### src/rtl/pim_instr_issue.sv
// PIM instruction issue stage: host words are queued in a FIFO and presented one at a time
// with a load strobe; issue waits for exec_busy, and a HALT opcode parks the stage until resume.

// Generic single-clock FIFO. Data is visible at the head the cycle after it is pushed.
// The caller must not push when full or pop when empty.
module pim_fifo #(
  parameter int DEPTH = 8,
  parameter int W     = 64
) (
  input  logic                     clk,
  input  logic                     rst,
  input  logic                     push_i,
  input  logic [W-1:0]             wdat_i,
  input  logic                     pop_i,
  output logic [W-1:0]             head_o,
  output logic [$clog2(DEPTH):0]   count_o
);
  localparam int AW = $clog2(DEPTH);

  logic [W-1:0]  mem_q [DEPTH];
  logic [AW-1:0] wr_q, wr_d;
  logic [AW-1:0] rd_q, rd_d;
  logic [AW:0]   count_q, count_d;

  always_comb begin
    wr_d    = wr_q;
    rd_d    = rd_q;
    count_d = count_q;
    if (push_i) wr_d = wr_q + 1'b1;
    if (pop_i)  rd_d = rd_q + 1'b1;
    if (push_i && !pop_i) count_d = count_q + 1'b1;
    else if (!push_i && pop_i) count_d = count_q - 1'b1;
  end

  always_ff @(posedge clk or posedge rst) begin
    if (rst) begin
      wr_q    <= '0;
      rd_q    <= '0;
      count_q <= '0;
    end else begin
      wr_q    <= wr_d;
      rd_q    <= rd_d;
      count_q <= count_d;
    end
  end

  // Storage needs no reset: occupancy alone decides what is valid.
  always_ff @(posedge clk) begin
    if (push_i) mem_q[wr_q] <= wdat_i;
  end

  assign head_o  = mem_q[rd_q];
  assign count_o = count_q;
endmodule

// Issue FSM: one-cycle LOAD per popped word, so at most one issue every two cycles.
// Host is backpressured by FIFO occupancy only; issue is held off by exec_busy and HALT.
module pim_instr_issue #(
  parameter int DEPTH = 8,
  parameter int CNT_W = 16
) (
  input  logic                     clk,
  input  logic                     rst,
  input  logic [63:0]              host_instr,
  input  logic                     host_valid,
  output logic                     host_ready,
  input  logic                     exec_busy,
  input  logic                     resume,
  output logic [63:0]              PIM_instr,
  output logic                     PIM_load,
  output logic [15:0]              instr_type,
  output logic [3:0]               CW_opcode,
  output logic [3:0]               mov_dest_bin,
  output logic [3:0]               mov_src_bin,
  output logic                     halted,
  output logic [$clog2(DEPTH):0]   fifo_count,
  output logic [CNT_W-1:0]         issued_count
);
  localparam int AW = $clog2(DEPTH);
  localparam logic [AW:0] FULL_CNT = (AW+1)'(DEPTH);
  localparam logic [3:0]  OP_MOV   = 4'h1;
  localparam logic [3:0]  OP_HALT  = 4'hF;

  typedef enum logic [1:0] {
    S_IDLE   = 2'd0,
    S_LOAD   = 2'd1,
    S_WAIT   = 2'd2,
    S_HALTED = 2'd3
  } state_t;

  state_t state_q, state_d;

  logic [63:0]      head;
  logic [AW:0]      count;
  logic             push;
  logic             pop;
  logic             issue;

  logic [63:0]      instr_q, instr_d;
  logic [15:0]      type_q, type_d;
  logic [3:0]       dest_q, dest_d;
  logic [3:0]       src_q, src_d;
  logic [CNT_W-1:0] issued_q, issued_d;

  // Ready is based on the registered count, so a full FIFO refuses a push even on a pop cycle.
  assign host_ready = (count < FULL_CNT);
  assign push       = host_valid && host_ready;

  pim_fifo #(.DEPTH(DEPTH), .W(64)) u_fifo (
    .clk     (clk),
    .rst     (rst),
    .push_i  (push),
    .wdat_i  (host_instr),
    .pop_i   (pop),
    .head_o  (head),
    .count_o (count)
  );

  always_comb begin
    state_d = state_q;
    pop     = 1'b0;
    issue   = 1'b0;
    case (state_q)
      S_IDLE, S_WAIT: begin
        if ((count != '0) && !exec_busy) begin
          pop = 1'b1;
          if (head[3:0] == OP_HALT) begin
            state_d = S_HALTED;
          end else begin
            state_d = S_LOAD;
            issue   = 1'b1;
          end
        end else if ((state_q == S_WAIT) && (count == '0)) begin
          state_d = S_IDLE;
        end
      end
      S_LOAD:   state_d = S_WAIT;
      S_HALTED: if (resume) state_d = S_IDLE;
      default:  state_d = S_IDLE;
    endcase
  end

  always_comb begin
    instr_d  = instr_q;
    type_d   = type_q;
    dest_d   = dest_q;
    src_d    = src_q;
    issued_d = issued_q;
    if (issue) begin
      instr_d = head;
      type_d  = 16'h0001 << head[3:0];
      if (head[3:0] == OP_MOV) begin
        dest_d = head[7:4];
        src_d  = head[11:8];
      end
    end
    if (state_q == S_LOAD) issued_d = issued_q + 1'b1;
  end

  always_ff @(posedge clk or posedge rst) begin
    if (rst) begin
      state_q  <= S_IDLE;
      instr_q  <= '0;
      type_q   <= '0;
      dest_q   <= '0;
      src_q    <= '0;
      issued_q <= '0;
    end else begin
      state_q  <= state_d;
      instr_q  <= instr_d;
      type_q   <= type_d;
      dest_q   <= dest_d;
      src_q    <= src_d;
      issued_q <= issued_d;
    end
  end

  assign PIM_instr    = instr_q;
  assign PIM_load     = (state_q == S_LOAD);
  assign halted       = (state_q == S_HALTED);
  assign CW_opcode    = ((state_q == S_LOAD) && (instr_q[3:0] == OP_MOV)) ? 4'b0001 : 4'b0000;
  assign instr_type   = type_q;
  assign mov_dest_bin = dest_q;
  assign mov_src_bin  = src_q;
  assign fifo_count   = count;
  assign issued_count = issued_q;
endmodule

### config.mk
export PLATFORM = sky130hd
export DESIGN_NAME = pim_instr_issue
export DESIGN_NICKNAME = d
export VERILOG_FILES = /design/src/rtl/pim_instr_issue.sv
export SDC_FILE = /design/constraint.sdc
export NUM_CORES = 1
export LEC_CHECK = 0
export ABC_AREA = 1
export BUFFER_PORTS_ARGS = -buffer_cell sky130_fd_sc_hd__buf_2
export CORE_MARGIN = 2
export CORE_UTILIZATION = 50
export DETAILED_ROUTE_END_ITERATION = 6
export PLACE_DENSITY = 0.68
export SKIP_LAST_GASP = 1
export SLEW_MARGIN = 20
export SYNTH_ARGS = -nofsm -noshare
export SYNTH_HDL_FRONTEND = slang
export SYNTH_SLANG_ARGS = --single-unit
### constraint.sdc
create_clock -name clk -period 5.75 [get_ports clk]
set_input_delay 0.2875 -clock clk [delete_from_list [all_inputs] [get_ports clk]]
set_output_delay 0.2875 -clock clk [all_outputs]
set_load 0.01 [all_outputs]
==> reports/summary.md <==
The flow ran to the end, and the final reports show no timing, DRC or antenna violations. In the layout the commonest cells are sky130_fd_sc_hd__edfxtp_1, sky130_fd_sc_hd__nand2_1, sky130_fd_sc_hd__nor2_1. For the relative max-transition margin, the log shows 24.40%. First-pass iteration count of the detailed router: 6.

Global routing consumed, on the met1 layer, 30.10% of the routing resources. Of the available clock period, the critical path in the final layout requires 66.99%. The flip-flop and latch count after synthesis is 628, and the routed wirelength normalized by instance count is 20.27 um. The number of different library cells used by synthesis comes to 33. For the pin with the worst max-slew slack, the measured transition is 1.133 ns. Number of core rows: 80. Remaining antenna violation count: 0. The worst clock skew came out at 0.02222 ns. Setup repair after global routing left no endpoint under its margin.

The final critical-path setup slack is 1.898 ns, and the multiplexer fraction of the synthesized cell area is 0%. STA classifies the critical path startpoint as a flip-flop. Routability-driven placement finished with a final weighted congestion of 0.7779. For the deepest clock path buffer count, the log shows 3. The filler cells instantiated in the layout total 3682. In this run, the number of DRC markers left after iteration 0 of detailed routing was 1415.

The initial utilization of the core area, before any placement, comes to 50.89%. For the post-synthesis instance area, the log shows 24400 um2. Sequential cells were found to cover 74.91% of the synthesized design area.

Commonest non-fill, non-tap cell in the layout: sky130_fd_sc_hd__edfxtp_1. Global routing used 36.75% of the available met2 tracks. The worst setup path is captured at a flip-flop.

The startpoint identified for the worst hold timing path is host_valid. Share of the synthesized netlist area taken by xor and xnor gates: 0.6461%. The type of the tightest min-delay check is in2reg.

The count of final max-slew check failures was 0. For this run, the total global-route usage over all layers was measured as 22.03%. The routed design has 56420 um of wire.

From synthesis to final layout, the design area changed by 16.37%. The capturing point of the worst reg2reg path is PIM_instr[7]$_DFFE_PP0P_. Across the run, the number of max-cap violations was 0. The synthesized netlist devotes 10.34% of its cell area to simple gates. The die is 224.9 um wide. Synthesis handed over a netlist of 1901 instances. The setup path with the least slack is of type reg2reg. Across the whole layout, storage elements account for 18290 um2. The primary flip-flop cell chosen by synthesis mapping was sky130_fd_sc_hd__edfxtp_1. The tree built by TritonCTS fans out to 628 sinks.

The depth of the worst register-to-register path is 11. The via count was 15600. The placed wire-length estimate was 29030 um; the die area was 50580 um2. The static power due to leakage was 10.63 nW.

The core region is 47950 um2. At the worst endpoint, the arrival time is 4.41 ns. Static timing analysis puts the maximum clock frequency at 259.6 MHz. The height of the die is 224.9 um, and the required time at the endpoint of the critical path is 6.30 ns.

The routed design could run at a clock period as short as 3.852 ns. Across the VDD grid, the largest voltage drop is 0.3851 mV. The number of global-route vias before repair is 15140, and the total power per unit cell area is 505.2 nW/um2. The number of buffers inserted to repair setup after CTS is 0, and the number of antenna violations at the first check in global routing is 7. Counting flops with a built-in enable in the synthesized netlist gives 512. During I/O placement, the number of pins put on the boundary was 184. The clock-pin slew on the worst setup and hold paths was 0.06 ns; the final worst hold slack was 0.03271 ns.

The net count reported at finish was 2188; the first-pass GRT wire length was 85660 um. The number of buffers inserted by port buffering works out to 180. The number of remaining DRC errors was 0. TritonCTS built the clock tree. The compound-gate portion of the synthesized area works out to 10.48%. The logs give 147 for the maximum number of pins on one net before global-route repair and 0.62 ns for the clock network latency to the later pin of the worst-skew pair. For flop-to-flop paths, the worst setup slack is 1.90 ns. The startpoint identified for the worst register-to-register timing path is u_fifo.rd_q[0]$_DFFE_PP0P_. The synthesized-area fraction occupied by adder cells is 0.3897%. The global-route layer with the greatest usage is met2.

Setup violations remaining at the end of the flow were counted as 0. A synthesized cell averages 12.84 um2. In this run the number of H-tree levels came out at 2.

After routing, the total negative slack on setup checks comes to 0 ns. The count of yosys warnings during synthesis is 0. Along the worst path, the maximum fanout reaches 146.

The met3 demand-to-capacity share in global routing is 4.211%, and the detail-routed via count per cell is 5.606. Once placement completed, the tool counted placed cells totaling 2598. The fraction of layout instances using a drive strength above 1 was 14.64%. The tree is rooted in a sky130_fd_sc_hd__clkbuf_16. The worst hold path depth came out at 4. The setup slack at placement was 1.954 ns. The tools report the worst hold endpoint as u_fifo.wr_q[0]$_DFFE_PP0P_. Summed over all layers, the global routing overflow is 0. Once layout is complete, the cells apart from fillers number 2783.

In the final layout, the multi-input gates occupy 5414 um2. The hold violation total from the final report is 0. The number of clock buffers inserted by TritonCTS was 61. By area, the combinational part of the netlist is dominated by compound AO/OA/AOI/OAI gates. The share of async-settable or async-resettable flops after synthesis was 18.47%.
-- sequential cells by signal, indices dropped and copies added (netlist names), 3 cells and up --
register and cells:
u_fifo.mem_q 512, instr_type 16, issued_count 16, PIM_instr 64
u_fifo.count_o 4, u_fifo.wr_q 3, mov_dest_bin 4, u_fifo.rd_q 3
mov_src_bin 4
-- synth_stat cells (all sizes together) (9+ instances only) --
library cell / count / area, um2
clkbuf: 70 / 262.8
nand4: 10 / 62.56
xor2: 12 / 105.1
nor2: 291 / 1112
dfrtp: 116 / 2903
o221ai: 104 / 910.9
nand2: 301 / 1150
nand3: 32 / 172.7
buf: 50 / 300.3
edfxtp: 512 / 15370
inv: 59 / 221.5
o22ai: 9 / 56.30
o21ai: 312 / 1562
-- final cells by class --
| cell class | count | share of cell area (%) |
|---|---|---|
| flip-flops and latches | 628 | 64.41 |
| multi-input cells | 1096 | 19.07 |
| repair buffers | 266 | 6.054 |
| clock buffers | 84 | 5.927 |
| well taps | 615 | 2.710 |
| clock inverters | 32 | 0.9782 |
| inverters | 59 | 0.8284 |
| diodes | 3 | 0.02644 |
-- critical path: stages, from the launching register on --
cell and delay (ns):
sky130_fd_sc_hd__dfrtp_4 0.74, sky130_fd_sc_hd__inv_6 0.77, sky130_fd_sc_hd__nand2_1 0.12, sky130_fd_sc_hd__nand3_1 0.11, sky130_fd_sc_hd__nand3_1 0.09, sky130_fd_sc_hd__nand2_1 0.30, sky130_fd_sc_hd__nor2_1 0.10, sky130_fd_sc_hd__nand2_2 0.26
sky130_fd_sc_hd__nand2_8 0.52, sky130_fd_sc_hd__inv_2 0.39, sky130_fd_sc_hd__nand2_1 0.09, sky130_fd_sc_hd__nand2_1 0.07
-- per-layer routing --
layer,vias to the layer above,part of all wire (%)
met3,85,6.7
met4,8,1.7
met5,-,0.094
met2,506,48
li1,7266,-
met1,7737,43
-- kinds of logic (layout without fill, tap and decap cells) --
kind of cell    Yosys count  in the layout
fa+ha+maj                 7              7
other cells               1              6
xor+xnor                 18             18
compound gates          430            430
simple gates            638            638
flops                   628            628
buf+inv                 179            441
-- stage by stage --
stage | util (%) | instance area (um2) | total power [W]
finish | 59.22 | 28390 | 0.01434
global route | 59.22 | 28390 | 0.01515
CTS | 59.19 | 28380 | 0.01443
detailed placement | 53.72 | 25760 | 0.01050
global placement | 53.72 | 25760 | 0.01034
floorplan | - | 24410 | 0.009053
-- worst max-delay path by stage --
| stage | startpoint | to | slack, ns | cells after the start |
|---|---|---|---|---|
| floorplan | u_fifo.count_o[3]$_DFFE_PP0P_ | u_fifo.mem_q[0][0]$_DFFE_PP_ | 1.62 | 4 |
| global placement | u_fifo.rd_q[0]$_DFFE_PP0P_ | PIM_instr[7]$_DFFE_PP0P_ | 2.10 | 11 |
| detailed placement | u_fifo.rd_q[0]$_DFFE_PP0P_ | PIM_instr[7]$_DFFE_PP0P_ | 1.95 | 11 |
| CTS | u_fifo.rd_q[0]$_DFFE_PP0P_ | PIM_instr[7]$_DFFE_PP0P_ | 1.94 | 11 |
| global route | u_fifo.rd_q[0]$_DFFE_PP0P_ | PIM_instr[5]$_DFFE_PP0P_ | 1.49 | 11 |
| finish | u_fifo.rd_q[0]$_DFFE_PP0P_ | PIM_instr[7]$_DFFE_PP0P_ | 1.90 | 11 |
-- what timing repair did --
item	4_1_cts	5_1_grt
hold buffers	66	0
gates resized for setup	0	0
endpoints found under the hold margin	570	0
-- where the power goes --
group,internal (W),switching (W),total [W]
clock,0.00222,0.00166,0.00389
combinational,0.00131,0.00304,0.00435
sequential,0.00567,0.000438,0.00611
Note: power is estimated with default switching activity, not from simulation.
